### src/rtl/alu_mul_sequencer_pkg.sv
// Shared definitions for the shift-add multiply sequencer: ALU opcodes and FSM states.
package alu_mul_sequencer_pkg;

    localparam logic [4:0] ALU_OP_ADD = 5'b00000;
    localparam logic [4:0] ALU_OP_SUB = 5'b00010;

    typedef enum logic [1:0] {
        ST_IDLE = 2'd0,
        ST_RUN  = 2'd1,
        ST_DONE = 2'd2
    } state_t;

endpackage

### src/rtl/alu_mul_sequencer.sv
// Shift-add multiplier controller driving the shared ALU's ADD path.
// It iterates only over the significant bits of the multiplier.
module alu_mul_sequencer
    import alu_mul_sequencer_pkg::*;
#(
    parameter int unsigned W = 32
) (
    input  logic         clk,
    input  logic         reset_n,
    input  logic         start,
    input  logic [W-1:0] op_a,
    input  logic [W-1:0] op_b,
    output logic         busy,
    output logic         done,
    output logic [W-1:0] product,
    output logic         flag_n,
    output logic         flag_z,
    output logic         flag_ovf,
    output logic [W-1:0] alu_a,
    output logic [W-1:0] alu_b,
    output logic         alu_cin,
    output logic [4:0]   alu_op,
    input  logic [W-1:0] alu_result,
    input  logic         alu_c
);

    state_t       state, state_nx;
    logic [W-1:0] p_q, p_nx;
    logic [W-1:0] m_q, m_nx;
    logic [W-1:0] q_q, q_nx;
    logic [W-1:0] q_rest;
    logic         ovf_q, ovf_nx;
    logic [W-1:0] prod_q, prod_nx;
    logic         z_q, z_nx;
    logic         fovf_q, fovf_nx;

    assign q_rest = q_q >> 1;

    always_ff @(posedge clk or negedge reset_n) begin
        if (!reset_n) begin
            state  <= ST_IDLE;
            p_q    <= '0;
            m_q    <= '0;
            q_q    <= '0;
            ovf_q  <= 1'b0;
            prod_q <= '0;
            z_q    <= 1'b0;
            fovf_q <= 1'b0;
        end else begin
            state  <= state_nx;
            p_q    <= p_nx;
            m_q    <= m_nx;
            q_q    <= q_nx;
            ovf_q  <= ovf_nx;
            prod_q <= prod_nx;
            z_q    <= z_nx;
            fovf_q <= fovf_nx;
        end
    end

    always_comb begin
        state_nx = state;
        p_nx     = p_q;
        m_nx     = m_q;
        q_nx     = q_q;
        ovf_nx   = ovf_q;
        prod_nx  = prod_q;
        z_nx     = z_q;
        fovf_nx  = fovf_q;
        alu_a    = '0;
        alu_b    = '0;
        case (state)
            ST_IDLE: begin
                if (start) begin
                    p_nx   = '0;
                    m_nx   = op_a;
                    q_nx   = op_b;
                    ovf_nx = 1'b0;
                    if (op_b != '0) begin
                        state_nx = ST_RUN;
                    end else begin
                        state_nx = ST_DONE;
                        prod_nx  = '0;
                        z_nx     = 1'b1;
                        fovf_nx  = 1'b0;
                    end
                end
            end
            ST_RUN: begin
                alu_a = p_q;
                alu_b = m_q;
                if (q_q[0]) begin
                    p_nx   = alu_result;
                    ovf_nx = ovf_q | alu_c;
                end
                // A multiplicand bit shifted out while multiplier bits remain always overflows.
                if (m_q[W-1] && (q_rest != '0)) begin
                    ovf_nx = 1'b1;
                end
                m_nx = m_q << 1;
                q_nx = q_rest;
                if (q_rest == '0) begin
                    state_nx = ST_DONE;
                    prod_nx  = p_nx;
                    z_nx     = (p_nx == '0);
                    fovf_nx  = ovf_nx;
                end
            end
            ST_DONE: state_nx = ST_IDLE;
            default: state_nx = ST_IDLE;
        endcase
    end

    assign busy     = (state != ST_IDLE);
    assign done     = (state == ST_DONE);
    assign product  = prod_q;
    assign flag_n   = prod_q[W-1];
    assign flag_z   = z_q;
    assign flag_ovf = fovf_q;
    assign alu_cin  = 1'b0;
    assign alu_op   = ALU_OP_ADD;

endmodule

### config.mk
export PLATFORM = sky130hd
export DESIGN_NAME = alu_mul_sequencer
export DESIGN_NICKNAME = d
export VERILOG_FILES = /design/src/rtl/alu_mul_sequencer_pkg.sv /design/src/rtl/alu_mul_sequencer.sv
export SDC_FILE = /design/constraint.sdc
export NUM_CORES = 1
export LEC_CHECK = 0
export ABC_AREA = 1
export CORE_MARGIN = 5
export CORE_UTILIZATION = 48
export CTS_CLUSTER_DIAMETER = 120
export CTS_CLUSTER_SIZE = 30
export DETAILED_ROUTE_END_ITERATION = 10
export PLACE_DENSITY = 0.81
export SLEW_MARGIN = 30
export SYNTH_ARGS = -nofsm -noshare
export SYNTH_HDL_FRONTEND = slang
export SYNTH_SLANG_ARGS = --single-unit
### constraint.sdc
create_clock -name clk -period 2.2 [get_ports clk]
set_input_delay 0.55 -clock clk [delete_from_list [all_inputs] [get_ports clk]]
set_output_delay 0.55 -clock clk [all_outputs]
set_load 0.02 [all_outputs]
## Yosys cells after proc, flatten, opt, wreduce, memory -nomap -nowiden

Cells that the tools add are included.

| operators by class | value |
|---|---|
| eq/ne operators | 5 |
| mux-type cells | 30 |
| bitwise logic cells | 1 |
| reduce and logical (&&, ||, !) cells | 11 |

Operator list:

| kind | number |
|---|---|
| 32-bit two-way mux | 10 |
| 32-bit one-hot mux with 2 select lines | 4 |
| 32-bit logical NOT | 2 |
| 32-bit nonzero test | 2 |
| 1-bit two-way mux | 9 |
| 2-bit two-way mux | 3 |
| 2-bit != test (second input constant) | 3 |
| 1-bit one-hot mux with 2 select lines | 3 |
| 2-bit one-hot mux with 2 select lines | 1 |
| 2-bit AND reduction | 2 |
| 4-bit AND reduction | 1 |
| 2-bit nonzero test | 2 |
| 2-bit by 1-bit equality test with 1-bit output (second input constant) | 1 |
| 2-bit equality test (second input constant) | 1 |
| 2-bit logical NOT | 1 |
| 1-bit logical AND | 1 |
| 1-bit OR | 1 |

| storage, ports and cells | value |
|---|---|
| bits in registers | 133 |
| input port bits | 100 |
| output and inout port bits | 107 |
| logic and storage cells | 55 |

## Depth between registers and ports, before layout

Gate-level depths: netlist (run 1).

| depth | value |
|---|---|
| word-level depth | 5 |
| gate-level depth with buffers | 13 |
| gate-level depth less buffers | 11 |

## Worst setup path after synthesis (run 1)

OpenSTA, ideal clock, no wires.

| timing path | value |
|---|---|
| kind | reg2out |
| from | register state[1] |
| to | output alu_a[11] |
| arrival | 1.430 ns |
| data required time | 1.650 ns |
| slack | 0.220 ns |
| cell stages (with the launch flop) | 7 |
| buffers on the path | 3 |
| cells stage by stage | dfrtp_1 > nor2_8 > inv_2 > buf_2 > buf_2 > buf_2 > nor2_1 |

| between the ends | value |
|---|---|
| cells in the longest elaborated chain, start to end | 2 |

Ends and longest elaborated chain:

| element | RTL line | text |
|---|---|---|
| start, declared | alu_mul_sequencer.sv:27 | `state_t state, state_nx;` |
| start signal, assigned | alu_mul_sequencer.sv:50 | `state <= state_nx;` |
| 2-bit by 1-bit equality test with 1-bit output | alu_mul_sequencer.sv:72 | `case (state)` |
| 32-bit two-way mux | alu_mul_sequencer.sv:72 |  |
| end, declared | alu_mul_sequencer.sv:19 | `output logic [W-1:0] alu_a,` |

Every way passes these cells.

## Final worst setup path (run 1)

| timing path | value |
|---|---|
| from | register state[1] |
| to | output alu_a[8] |

The elaborated chain is that of the path after synthesis.

==> impl_metrics.py, run 1 <==
metrics = {
    "clocking": {
        "clk_latency_ns": 0.42,
        "postCtsHoldBufs": 0,
        "cts_setup_buffers": 0,
        "cts_sinks": 133,
        "cts_made_buffers": 17,
        "ctsHtreeMaxLevel": 4,
        "cts_tree": "built",
        "clk_pin_slew_worst_paths_ns": 0.06,
        "cts_root_buf": "clkbuf_16",
        "clk_path_buf_depth": 2,
    },
    "route": {
        "drtIter0Drc": 516,
        "drt-pass1-iter-count": 5,
        "wire_per_inst_um": 15.7,
        "drcViolationCount": 0,
        "postRouteAntennaNets": 0,
        "dr_total_vias": 6879,
        "totalWireLength_um": 20600,
        "viasPerCell": 5.22,
    },
    "pwr": {
        "clkPwrFrac": 0.177,
        "p_seq_frac": 0.268,
        "switching_share": 0.453,
        "intPower_uw": 8780,
        "p_leak_uw": 0.00482,
        "p_per_area_mw_per_mm2": 1680,
        "vdd.ir_drop.worst_mv": 0.920,
        "pwr-share-comb": 0.555,
        "p_switching_uw": 7270,
    },
    "floorplanning": {
        "die_x_um": 130,
        "die_h_um": 130,
        "dieArea_sq_mm": 0.0169,
        "coreArea_sq_mm": 0.0140,
        "rows": 43,
        "start_util": 0.494,
        "io-pin-count": 207,
    },
    "synth": {
        "synth_top_family_by_area": "simple AND/OR/NAND/NOR gates",
        "post_synth.cell_area_avg_sq_um": 7.39,
        "synth.area.mux_share": 0,
        "synth_edf_count": 0,
        "synth_area_sq_mm": 0.00691,
        "synthCells": 935,
        "ys_warn_count": 0,
        "synth-compound-area-share": 0.125,
        "synthSimpleGateAreaFrac": 0.282,
        "synth_fa_ha_area_frac": 0,
        "synth.ff_latch_count": 133,
        "synth_cell_types": 30,
        "synth_flop_cell": "dfrtp_1",
        "synth_xor_area_frac": 0,
        "ys_async_sr_fraction": 1.00,
        "synth-seq-area-share": 0.482,
    },
    "timing": {
        "report.final.slew_viol_count": 0,
        "fin_crit_ns": 2.16,
        "fmax_ghz": 0.464,
        "tns_ns": 0,
        "rsz0062_at_grt": "yes",
        "fin_skew_ns": 0.00785,
        "hold_viol": 0,
        "setup_viol": 0,
        "fin_crit_sh": 0.980,
    },
    "placement": {
        "dpl.hpwl_um": 14000,
        "io_buffers": 200,
        "globalplace.congestion": 0.855,
        "dpl_cell_area_sq_mm": 0.00919,
    },
    "finish": {
        "fin_nets": 1225,
        "final_layout_size_suffix_gt1_frac": 0.135,
        "area_growth_pct": 38.5,
        "multiInputGateArea_sq_mm": 0.00288,
        "nFillCells": 1160,
        "stdcell_area_sq_mm": 0.00957,
        "post-route-util": 0.684,
        "seq_area_sq_mm": 0.00333,
    },
    "job": {
        "drv_cap": 0,
    },
    "critical_path": {
        "cp.required_ns": 1.65,
        "cpPeakStageDelay_ns": 0.44,
        "critPathKind": "flip-flop to primary output",
        "cp_top_family": "flip-flops",
        "cp.buffers_inverters": 3,
        "cp_data_arrival_time_ns": 1.61,
        "cp_max_fo": 36,
        "path_depth": 5,
        "cp_cell_sequence": "nor2_8 > inv_6 > buf_12 > nor2_1 > buf_2",
        "worstSetupEndpointType": "primary output",
        "cp_slowest_cell": "dfrtp_2",
        "worstRegToRegCells": 8,
        "worstSetupStartpointType": "flip-flop",
    },
    "hold_path": {
        "hp-class": "primary input to asynchronous set/reset pin",
    },
    "run_status": {
        "status": "finished, final reports clean",
    },
    "global_route": {
        "overflow": 0,
        "first_global_vias": 6650,
        "grt_max_degree": 54,
        "grt_pass1_wl_um": 32800,
        "antenna_found_initial": 1,
        "track_usage": 0.246,
    },
}
[kinds of logic (layout without fill, tap and decap cells)]
logic type / after synthesis / in the layout
AOI/OAI and AO/OA: 147 / 147
and+or+nand+nor: 485 / 485
DFF: 133 / 133
other: 1 / 7
buffers and inverters: 169 / 366
[layout make-up]
cell class | count | area share
tap | 180 | 0.0235
antenna | 1 | 0.000261
inverter | 103 | 0.0412
clock buffer | 17 | 0.0444
multi-input combinational | 638 | 0.301
clock inverter | 14 | 0.0170
timing repair buffer | 232 | 0.225
sequential | 133 | 0.348
[sequential cells by signal, summed over array words and instances (netlist names)]
| name | flops |
|---|---|
| p_q | 32 |
| flag_ovf | 1 |
| flag_z | 1 |
| ovf_q | 1 |
| q_q | 32 |
| product | 32 |
| m_q | 32 |
| state | 2 |
[cell usage after synthesis (3+ instances only)]
library cell,n,area (sq um)
nand2_1,259,972
nor2_1,182,683
dfrtp_1,133,3330
inv_1,97,364
o21ai_0,47,235
nand4_1,32,200
o22ai_1,32,200
a21oi_1,28,140
buf_2,25,125
a22oi_1,21,158
clkbuf_1,16,60.1
buf_4,14,105
a31oi_1,11,68.8
nand3_1,8,40.0
buf_1,5,18.8
buf_6,5,56.3
inv_2,5,18.8
o21ai_1,3,15.0
[final timing paths]
path | to | slack, ns | start
max | alu_a[8] | 0.04 | state[1]
min | product[24] | 0.08 | reset_n
max reg2reg | product[10] | 0.32 | state[1]
min reg2reg | product[4] | 0.47 | product[4]
max in group asynchronous | state[1] | 1.45 | reset_n
min in group clk | product[4] | 0.47 | product[4]
[cell usage in the layout, fill, tap and decap left out, types with 3 or more instances in the layout]
cell,instances
a21oi_1,28
a22oi_1,21
a31oi_1,11
buf_12,12
buf_2,41
buf_4,35
bufinv_16,3
clkbuf_16,17
clkdlybuf4s15_2,6
clkdlybuf4s50_1,133
clkinv_2,5
clkinvlp_4,4
conb_1,6
dfrtp_1,132
inv_1,97
inv_2,4
nand2_1,259
nand3_1,8
nand4_1,32
nor2_1,169
nor2_2,13
o21ai_0,47
o21ai_1,3
o22ai_1,32
[layer usage]
layer | vias up | part of all wire | track usage | wire, um
met4 | 0 | 0.017 | 0.0825 | 357
met1 | 3195 | 0.41 | 0.324 | 8560
met3 | 37 | 0.085 | 0.0594 | 1760
met5 | - | 0 | 0 | 0
met2 | 309 | 0.48 | 0.401 | 9970
li1 | 3338 | - | - | -
[power by group through the flow]
stage | Clock [uW] | Combinational, uW | Sequential (uW)
after floorplan | 0 | 5330 | 4570
after global placement | 0 | 8900 | 4290
after detailed placement | 0 | 9090 | 4320
after CTS | 2870 | 8820 | 4300
after global routing | 3000 | 9750 | 4440
final | 2840 | 8900 | 4310
[metrics by stage]
stage / power [uW] / worst slack, ns / std cells / hold slack, ns
after floorplan: 9890 / 0.220 / 940 / 0.254
after global placement: 13200 / -0.00156 / 1286 / 0.456
after detailed placement: 13400 / -0.0359 / 1286 / 0.459
after CTS: 16000 / 0.00134 / 1317 / 0.0865
after global routing: 17200 / -0.0107 / 1318 / 0.111
final: 16100 / 0.0449 / 1318 / 0.0827
[timing repair]
item	CTS	global route
setup endpoints to repair	66	42
resized for setup	237	46
endpoints found under the hold margin	0	0
pin swaps	0	0
No activity file was read; power rests on OpenSTA's default activity.
==> run 2: changes to the inputs <==
- CORE_UTILIZATION: 48 -> 45
- PLACE_DENSITY: 0.81 -> 0.77
==> run 2 against run 1 <==
  * Flip-flop and latch count is the same
  * Sequential power is essentially flat
  * Die area up 6.1%
  * Non-clock buffer count up 1
  * Worst setup slack improved by 0.014 ns
  * Combinational power is essentially flat
  * Via count is 0.76% lower
  * Critical path type unchanged
  * Largest power group unchanged
==> impl_metrics.py, run 2 (same netlist as run 1, synthesis figures left out) <==
metrics = {
    "critical_path": {
        "cp_data_arrival_time_ns": 1.59,
        "worstSetupStartpointType": "flip-flop",
        "cp.required_ns": 1.65,
        "r2r_slack_ns": 0.20,
        "worstRegToRegCells": 10,
        "timing.rr.start": "q_q[18]",
        "crit_start": "state[0]",
        "critPathKind": "flip-flop to primary output",
        "r2r-end": "flag_z",
        "worstSetupEndpointType": "primary output",
        "cp_max_fo": 40,
    },
    "route": {
        "drt-pass1-iter-count": 5,
        "dr_total_vias": 6827,
        "viasPerCell": 5.15,
        "wire_per_inst_um": 15.3,
        "drcViolationCount": 0,
        "drtIter0Drc": 556,
        "totalWireLength_um": 20300,
        "postRouteAntennaNets": 0,
    },
    "clocking": {
        "clk_path_buf_depth": 2,
        "postCtsHoldBufs": 0,
        "cts_sinks": 133,
        "clk_pin_slew_worst_paths_ns": 0.06,
        "cts_root_buf": "clkbuf_16",
        "ctsHtreeMaxLevel": 4,
        "cts_setup_buffers": 0,
        "cts_made_buffers": 17,
        "cts_tree": "built",
        "clk_latency_ns": 0.42,
    },
    "timing": {
        "setup_viol": 0,
        "fin_skew_ns": 0.00591,
        "fmax_ghz": 0.467,
        "report.final.slew_viol_count": 0,
        "fin_crit_sh": 0.973,
        "hold_viol": 0,
        "fin_crit_ns": 2.14,
        "rsz0062_at_grt": "yes",
        "tns_ns": 0,
    },
    "hold_path": {
        "hp-class": "primary input to asynchronous set/reset pin",
    },
    "pwr": {
        "p_per_area_mw_per_mm2": 1660,
        "vdd.ir_drop.worst_mv": 0.819,
        "p_leak_uw": 0.00480,
        "total_power_uw": 15900,
        "p_switching_uw": 7190,
        "switching_share": 0.453,
        "p_seq_frac": 0.273,
        "pwr-share-comb": 0.559,
        "intPower_uw": 8690,
        "clkPwrFrac": 0.169,
    },
    "floorplanning": {
        "die_x_um": 134,
        "start_util": 0.456,
        "io-pin-count": 207,
        "die_h_um": 134,
        "coreArea_sq_mm": 0.0151,
        "dieArea_sq_mm": 0.0179,
        "rows": 45,
    },
    "finish": {
        "area_growth_pct": 38.8,
        "fin_nets": 1226,
        "layout_common_cells": "259 x nand2_1, 165 x nor2_1, 133 x clkdlybuf4s50_1",
        "final_common_cell": "nand2_1",
        "diodes": 0,
        "final_layout_size_suffix_gt1_frac": 0.137,
    },
    "global_route": {
        "first_global_vias": 6552,
        "grt_max_degree": 48,
        "overflow": 0,
        "track_usage": 0.225,
        "antenna_found_initial": 1,
        "grt_pass1_wl_um": 32700,
    },
    "placement": {
        "dpl.hpwl_um": 14200,
        "io_buffers": 200,
        "globalplace.congestion": 0.826,
    },
    "run_status": {
        "status": "finished, final reports clean",
    },
    "job": {
        "drv_cap": 0,
    },
}
==> run 2: metal layers <==
metal | GRT usage | share of wire | vias to the layer above
met2 | 0.368 | 0.47 | 264
met3 | 0.0536 | 0.080 | 26
met5 | 0 | 0.00035 | -
li1 | - | - | 3337
met1 | 0.301 | 0.43 | 3198
met4 | 0.0606 | 0.013 | 2
==> run 2: area by class of cell <==
class	instances	area (sq um)
clock buffer	23	478
clock inverter	8	76.3
fill	1358	5560
inverter	103	394
multi-input combinational	638	2890
sequential	133	3330
tap	188	235
timing repair buffer	233	2180
==> run 2: stage by stage <==
stage	util	cell area, sq um	hold WS (ns)	setup WS [ns]	std cells
global route	0.633	9590	0.0245	-0.0146	1326
CTS	0.636	9630	0.0154	-0.0570	1326
floorplan	-	6930	0.254	0.220	940
detailed placement	0.608	9200	0.457	0.00536	1295
finish	0.633	9590	0.0118	0.0591	1326
global placement	0.608	9200	0.455	0.0349	1295
==> run 2: worst max-delay path by stage <==
stage / end / slack [ns]
global placement: alu_b[4] / 0.03
floorplan: alu_a[11] / 0.22
global route: alu_b[4] / -0.01
CTS: alu_a[13] / -0.06
finish: alu_a[9] / 0.06
detailed placement: product[6] / 0.005
==> run 2: what timing repair did <==
| item | in CTS | in global routing |
|---|---|---|
| gates resized for setup | 220 | 72 |
| gates cloned | 0 | 0 |
| endpoints found under the setup margin | 66 | 49 |
| endpoints found under the hold margin | 0 | 0 |
==> run 2: worst max-delay path, cell delays in order (launching register included) <==
cell,delay [ns]
dfrtp_1,0.40
inv_2,0.08
nor2_8,0.12
inv_6,0.07
buf_12,0.16
nor2_2,0.14
buf_2,0.18
==> run 2: power by group through the flow <==
| stage | registers (uW) | logic [uW] | clock network, uW |
|---|---|---|---|
| 5_1_grt | 4460 | 9760 | 2820 |
| 3_5_place_dp | 4340 | 9070 | 0 |
| 4_1_cts | 4320 | 8790 | 2720 |
| 3_3_place_gp | 4320 | 8940 | 0 |
| 2_1_floorplan | 4570 | 5330 | 0 |
| 6_report | 4330 | 8880 | 2680 |
